[src/rtl/readout_pkg.sv]
// Shared definitions for the event reader command interface and the readout framer.
package readout_pkg;

    localparam logic [7:0]  CMD_NOP           = 8'h00;
    localparam logic [7:0]  CMD_LO            = 8'h01;
    localparam logic [7:0]  CMD_HI            = 8'h02;
    localparam logic [15:0] SYNC_WORD_DEFAULT = 16'hA55A;

    typedef enum logic [2:0] {
        IDLE,
        HDR,
        REQ,
        WAIT,
        SEND,
        CSUM
    } frm_state_t;

    // Odd halves re-read the word already popped, so only even halves depend on the FIFO flag.
    function automatic logic [7:0] half_cmd(input logic [4:0] half, input logic empty);
        if (half[0]) begin
            return CMD_HI;
        end
        return empty ? CMD_NOP : CMD_LO;
    endfunction

endpackage

[src/rtl/byte_shifter.sv]
// Loads a 32-bit field and emits its bytes MSB-first on a valid/ready stream.
module byte_shifter (
    input  logic        clk,
    input  logic        rst_n,
    input  logic        load_i,
    input  logic [31:0] data_i,
    input  logic [1:0]  last_idx_i,
    input  logic        ready_i,
    output logic [7:0]  data_o,
    output logic        valid_o,
    output logic        done_o,
    output logic [1:0]  idx_o
);

    logic [31:0] shift_q, shift_d;
    logic [1:0]  idx_q, idx_d;
    logic [1:0]  last_q, last_d;
    logic        valid_q, valid_d;
    logic        accept;

    assign accept  = valid_q && ready_i;
    assign done_o  = accept && (idx_q == last_q);
    assign data_o  = shift_q[31:24];
    assign valid_o = valid_q;
    assign idx_o   = idx_q;

    // A load wins over an accept so a new field can follow the last byte with no gap.
    always_comb begin
        shift_d = shift_q;
        idx_d   = idx_q;
        last_d  = last_q;
        valid_d = valid_q;
        if (load_i) begin
            shift_d = data_i;
            idx_d   = 2'd0;
            last_d  = last_idx_i;
            valid_d = 1'b1;
        end else if (accept) begin
            if (idx_q == last_q) begin
                valid_d = 1'b0;
            end else begin
                shift_d = {shift_q[23:0], 8'h00};
                idx_d   = idx_q + 2'd1;
            end
        end
    end

    always_ff @(posedge clk or negedge rst_n) begin
        if (!rst_n) begin
            shift_q <= '0;
            idx_q   <= '0;
            last_q  <= '0;
            valid_q <= 1'b0;
        end else begin
            shift_q <= shift_d;
            idx_q   <= idx_d;
            last_q  <= last_d;
            valid_q <= valid_d;
        end
    end

endmodule

[src/rtl/readout_framer.sv]
// Pulls events half-word by half-word from the event reader and frames them
// as sync, counter, payload and XOR checksum bytes toward the host link.
module readout_framer
    import readout_pkg::*;
#(
    parameter int          WORDS_PER_EVENT = 16,
    parameter int          RD_LAT          = 2,
    parameter logic [15:0] SYNC_WORD       = SYNC_WORD_DEFAULT
) (
    input  logic        f125_clk,
    input  logic        aresetn,
    input  logic        start_i,
    input  logic        empty_i,
    input  logic [31:0] event_half_i,
    output logic [7:0]  cmd_o,
    output logic [7:0]  tx_data_o,
    output logic        tx_valid_o,
    input  logic        tx_ready_i,
    output logic        busy_o,
    output logic [15:0] evt_count_o
);

    localparam logic [4:0] LAST_HALF = 5'(2 * WORDS_PER_EVENT - 1);
    localparam int         WAIT_W    = (RD_LAT > 1) ? $clog2(RD_LAT) : 1;

    frm_state_t        state_q, state_d;
    logic [4:0]        half_q, half_d;
    logic [WAIT_W-1:0] wait_q, wait_d;
    logic [7:0]        csum_q, csum_d;
    logic [7:0]        cmd_q, cmd_d;
    logic              busy_q, busy_d;
    logic [15:0]       count_q, count_d;

    logic              sh_load;
    logic [31:0]       sh_data;
    logic [1:0]        sh_last;
    logic              sh_done;
    logic [1:0]        sh_idx;
    logic              sh_valid;
    logic [7:0]        sh_byte;
    logic              sum_byte;
    logic [7:0]        csum_acc;

    byte_shifter u_shifter (
        .clk        (f125_clk),
        .rst_n      (aresetn),
        .load_i     (sh_load),
        .data_i     (sh_data),
        .last_idx_i (sh_last),
        .ready_i    (tx_ready_i),
        .data_o     (sh_byte),
        .valid_o    (sh_valid),
        .done_o     (sh_done),
        .idx_o      (sh_idx)
    );

    // Counter bytes (second half of the header) and payload bytes feed the checksum.
    assign sum_byte = sh_valid && tx_ready_i &&
                      ((state_q == SEND) || ((state_q == HDR) && (sh_idx >= 2'd2)));
    assign csum_acc = sum_byte ? (csum_q ^ sh_byte) : csum_q;

    always_ff @(posedge f125_clk or negedge aresetn) begin
        if (!aresetn) begin
            state_q <= IDLE;
            half_q  <= '0;
            wait_q  <= '0;
            csum_q  <= '0;
            cmd_q   <= CMD_NOP;
            busy_q  <= 1'b0;
            count_q <= '0;
        end else begin
            state_q <= state_d;
            half_q  <= half_d;
            wait_q  <= wait_d;
            csum_q  <= csum_d;
            cmd_q   <= cmd_d;
            busy_q  <= busy_d;
            count_q <= count_d;
        end
    end

    always_comb begin
        state_d = state_q;
        case (state_q)
            IDLE: if (start_i && !empty_i) state_d = HDR;
            HDR:  if (sh_done) state_d = REQ;
            REQ:  if (cmd_q != CMD_NOP) state_d = WAIT;
            WAIT: if (wait_q == WAIT_W'(RD_LAT - 1)) state_d = SEND;
            SEND: if (sh_done) state_d = (half_q == LAST_HALF) ? CSUM : REQ;
            CSUM: if (sh_done) state_d = IDLE;
            default: state_d = IDLE;
        endcase
    end

    // Registered outputs are computed from the next state so each command
    // pulse coincides with the REQ cycle and each field's first byte with its first cycle.
    always_comb begin
        half_d  = half_q;
        wait_d  = wait_q;
        csum_d  = csum_acc;
        busy_d  = busy_q;
        count_d = count_q;
        sh_load = 1'b0;
        sh_data = '0;
        sh_last = 2'd3;
        case (state_q)
            IDLE: begin
                if (state_d == HDR) begin
                    sh_load = 1'b1;
                    sh_data = {SYNC_WORD, count_q};
                    csum_d  = 8'h00;
                    half_d  = 5'd0;
                    busy_d  = 1'b1;
                end
            end
            WAIT: begin
                wait_d = wait_q + WAIT_W'(1);
                if (state_d == SEND) begin
                    sh_load = 1'b1;
                    sh_data = event_half_i;
                    wait_d  = '0;
                end
            end
            SEND: begin
                if (state_d == REQ) begin
                    half_d = half_q + 5'd1;
                end else if (state_d == CSUM) begin
                    sh_load = 1'b1;
                    sh_data = {csum_acc, 24'h000000};
                    sh_last = 2'd0;
                end
            end
            CSUM: begin
                if (sh_done) begin
                    busy_d  = 1'b0;
                    count_d = count_q + 16'd1;
                end
            end
            default: ;
        endcase
        cmd_d = (state_d == REQ) ? half_cmd(half_d, empty_i) : CMD_NOP;
    end

    assign cmd_o       = cmd_q;
    assign busy_o      = busy_q;
    assign evt_count_o = count_q;
    assign tx_data_o   = sh_byte;
    assign tx_valid_o  = sh_valid;

endmodule
[config.mk]
export PLATFORM = sky130hd
export DESIGN_NAME = readout_framer
export DESIGN_NICKNAME = d
export VERILOG_FILES = /design/src/rtl/readout_pkg.sv /design/src/rtl/byte_shifter.sv /design/src/rtl/readout_framer.sv
export SDC_FILE = /design/constraint.sdc
export NUM_CORES = 1
export LEC_CHECK = 0
export BUFFER_PORTS_ARGS = -buffer_cell sky130_fd_sc_hd__buf_4
export CAP_MARGIN = 20
export CORE_MARGIN = 2
export CORE_UTILIZATION = 42
export CTS_CLUSTER_DIAMETER = 200
export CTS_CLUSTER_SIZE = 30
export DETAILED_ROUTE_END_ITERATION = 8
export GPL_TIMING_DRIVEN = 0
export SLEW_MARGIN = 10
export SYNTH_ARGS = -nofsm -noshare
export SYNTH_HDL_FRONTEND = slang
export SYNTH_SLANG_ARGS = --single-unit
[constraint.sdc]
create_clock -name f125_clk -period 2.4 [get_ports f125_clk]
set_clock_uncertainty 0.15 [all_clocks]
set_input_delay 0.36 -clock f125_clk [delete_from_list [all_inputs] [get_ports f125_clk]]
set_output_delay 0.36 -clock f125_clk [all_outputs]
set_load 0.01 [all_outputs]
==> impl_metrics.tcl <==
set metrics [dict create \
    clk_pin_slew_worst_paths_ns 0.08 \
    failed_checks "negative hold slack" \
    synth_top_area_share_pct 47.6 \
    finalWorstSetupSlack_ns 0.0813 \
    peakVddDrop_mv 0.457 \
    routed_wire_length_per_instance_um 16.2 \
    htreeDepth 3 \
    detailedPlacementHpwl_um 6750 \
    cts_max_path_buffers 2 \
    yosysSeqAreaShare_pct 47.6 \
    numClockSinks 72 \
    place.detailed.instances 559 \
    core-area_sq_mm 0.00872 \
    synth-edff-count 0 \
    static-leakage-power_nw 2.19 \
    cp-start-kind "flop" \
    cell_count_after_synthesis 382 \
    synthDistinctLibCells 56 \
    grt_pass1_wl_um 15200 \
    crit_arrival_ns 2.39 \
    synth_flop_cell "dfrtp_1" \
    chipHeight_um 99.0 \
    area_added_between_synthesis_and_finish_pct 22.9 \
    finalNetCount 503 \
    antenna_found_initial 0 \
    gp_routability_congestion 0.863 \
    max_freq_mhz 431 \
    port-buffer-count 64 \
    timing_worst_setup_path_type "reg2reg" \
    critical_path.endpoint_type "flop" \
    whs_ns -0.0362 \
    antenna_left 0 \
    finalCritPeriodShare_pct 96.6 \
    yosys-top-cells-count "dfrtp_1 (72), nand2_1 (64), nor2_1 (23)" \
    wl_um 9310 \
    timing.final.setup_violations 0 \
    avgViaCountPerCell 5.33 \
    synth_seq_cells 72 \
    dr.pass1.iters 5 \
    post_cts_hold_buffer_count 0 \
    cell_area_after_synthesis_sq_mm 0.00379 \
    postSynthAreaPerCell_sq_um 9.91 \
    overflow 0 \
    fin_cells 575 \
    worst_path_max_delay_cell "dfrtp_1" \
    outcome "complete, but fails checks" \
    timing.final.max_slew_violations 0 \
    proportion_of_layout_cells_with_a_drive_suffix_above_1_pct 29.1 \
    maxCapViolations 0 \
    synth-async-reset-ratio_pct 100 \
    fillCellCount 796 \
    via_count 3062 \
    fp.dieArea_sq_mm 0.00979 \
    num_io_pins 71 \
    power_density_mw_per_mm2 1010 \
    crit_path_max_incr_delay_ns 0.39 \
    unrepaired_setup_endpoints_after_global_routing "yes" \
    initial_utilization_pct 43.4 \
    cts-root-buf "clkbuf_8" \
    synthMostInstantiatedCell "dfrtp_1" \
    maximum_number_of_pins_on_one_net_before_global_route_repair 73 \
    r2r_depth 9 \
    critical_path.cell_chain "ha_1 -> and3_1 -> ha_1 -> nand2b_1 -> a2111oi_4 -> nor2_2 -> buf_6 -> a221oi_2 -> a31oi_1" \
    clock_latency_ns 0.35 \
    min-delay-path-class "in2async" \
    ys_warn_count 0 \
    crit_required_ns 2.47 \
    row_count 34 \
    clock_tree_from_tritoncts "done" \
    number_of_buffers_inserted_by_post_cts_setup_repair 0 \
    post_cts.resized_instances 0 \
    grtUsageTotal_pct 19.7 \
    drc 0 \
    tritoncts.num_buffers 9 \
    hold_violations 13 \
    final_period_minus_worst_setup_slack_ns 2.32 \
    netlist_top_cells_area "dfrtp_1 (48%), nand2_1 (6.3%), a221oi_2 (3.2%), buf_4 (3.0%), xnor2_1 (2.8%)" \
    drt_first_iter_violations 133 \
    path_common_cell "ha_1" \
    worst_slew_pin_slew_ns 0.929 \
    critical_path.max_fanout 10 \
    grt_pass1_vias 2967 \
    die_w_um 99.0 \
    antennaDiodeCount 0 \
    pre_cts_slack_ns 0.0182 \
    synth_area_leader_cell "dfrtp_1" \
    relSlewSlack_pct 38.1 \
]
==> flip-flops by register name (all words and copies together) (netlist names) <==
register           flops
u_shifter.shift_q     32
u_shifter.last_q       1
state_q                3
u_shifter.valid_o      1
u_shifter.idx_o        2
busy_o                 1
cmd_o                  2
wait_q                 1
half_q                 5
csum_q                 8
evt_count_o           16
==> layer usage <==
metal	routed length (um)	GRT usage [%]
met2	4300	30.4
met3	416	4.54
met5	0	0
met4	147	4.85
met1	4440	28.2
==> kinds of logic after synthesis <==
| group | share of synthesized area (%) |
|---|---|
| multiplexers | 1.62 |
| buffers and inverters | 6.34 |
| AO/OA/AOI/OAI | 16.7 |
| AND/OR/NAND/NOR | 20.8 |
| other | 0.0990 |
| XOR/XNOR | 5.55 |
| adder cells (fa/ha/maj) | 1.32 |
| flip-flops | 47.6 |
==> layout by cell type, fill, tap and decap left out, types with 3 or more instances in the layout <==
cell,synthesis,routed
conb_1,1,6
o211ai_1,7,7
nor3b_1,4,4
inv_1,5,5
ha_1,4,4
o221ai_1,8,8
nand4_1,5,5
buf_2,13,12
nor2_1,23,23
a221oi_2,8,8
o21ai_0,16,16
nand2b_1,5,5
and3_1,6,6
nand2_1,64,64
a211oi_1,5,5
clkbuf_2,2,4
a22oi_1,8,8
dfrtp_1,72,72
a221oi_1,4,4
a31oi_1,11,11
mux2i_1,5,5
buf_4,15,79
clkbuf_8,0,9
xor2_1,12,12
xnor2_1,12,12
nand3_1,18,18
nor3_1,6,5
clkbuf_1,4,3
nor2b_1,5,5
==> final cells by class <==
type	count	area (sq um)	share of cell area, %
sequential	72	1800	38.7
timing repair buffer	64	480	10.3
clock inverter	6	92.6	1.99
inverter	5	18.8	0.403
multi-input combinational	273	1770	38.1
tap	108	135	2.90
clock buffer	10	128	2.74
buffer	37	226	4.86
==> critical path, delay by kind of cell (launching register included) <==
kind | cells | cell delay (ns)
fa+ha+maj | 2 | 0.37
flops | 1 | 0.39
compound gates | 3 | 0.69
buf+inv | 1 | 0.18
simple gates | 3 | 0.42
==> through the flow <==
| step | utilization [%] | total power [mW] | hold WS [ns] | cell area (sq um) | setup TNS [ns] |
|---|---|---|---|---|---|
| detailed placement | 50.7 | 3.63 | 0.310 | 4420 | 0 |
| finish | 53.4 | 4.70 | -0.0362 | 4660 | 0 |
| floorplan | - | 3.05 | -0.0856 | 3810 | 0 |
| global route | 53.4 | 5.01 | 0.0172 | 4660 | -0.186 |
| global placement | 50.7 | 3.58 | 0.307 | 4420 | -0.000784 |
| CTS | 53.2 | 4.71 | 0.0137 | 4640 | 0 |
==> worst paths after layout <==
path	start	endpoint	slack, ns
max	half_q[0]	u_shifter.shift_q[11]	0.08
min reg2reg	u_shifter.shift_q[1]	u_shifter.shift_q[1]	0.33
min in group f125_clk	empty_i	cmd_o[0]	0.03
min	aresetn	u_shifter.shift_q[27]	-0.04
max reg2reg	half_q[0]	u_shifter.shift_q[11]	0.08
max in group asynchronous	aresetn	state_q[0]	1.49
==> where the power goes <==
group	leakage, nW	switching (mW)	total, mW	internal, mW
clock	0.103	0.478	1.07	0.591
sequential	0.945	0.278	1.84	1.56
combinational	1.14	1.00	1.79	0.782
Power figures use the tool's default switching activity.
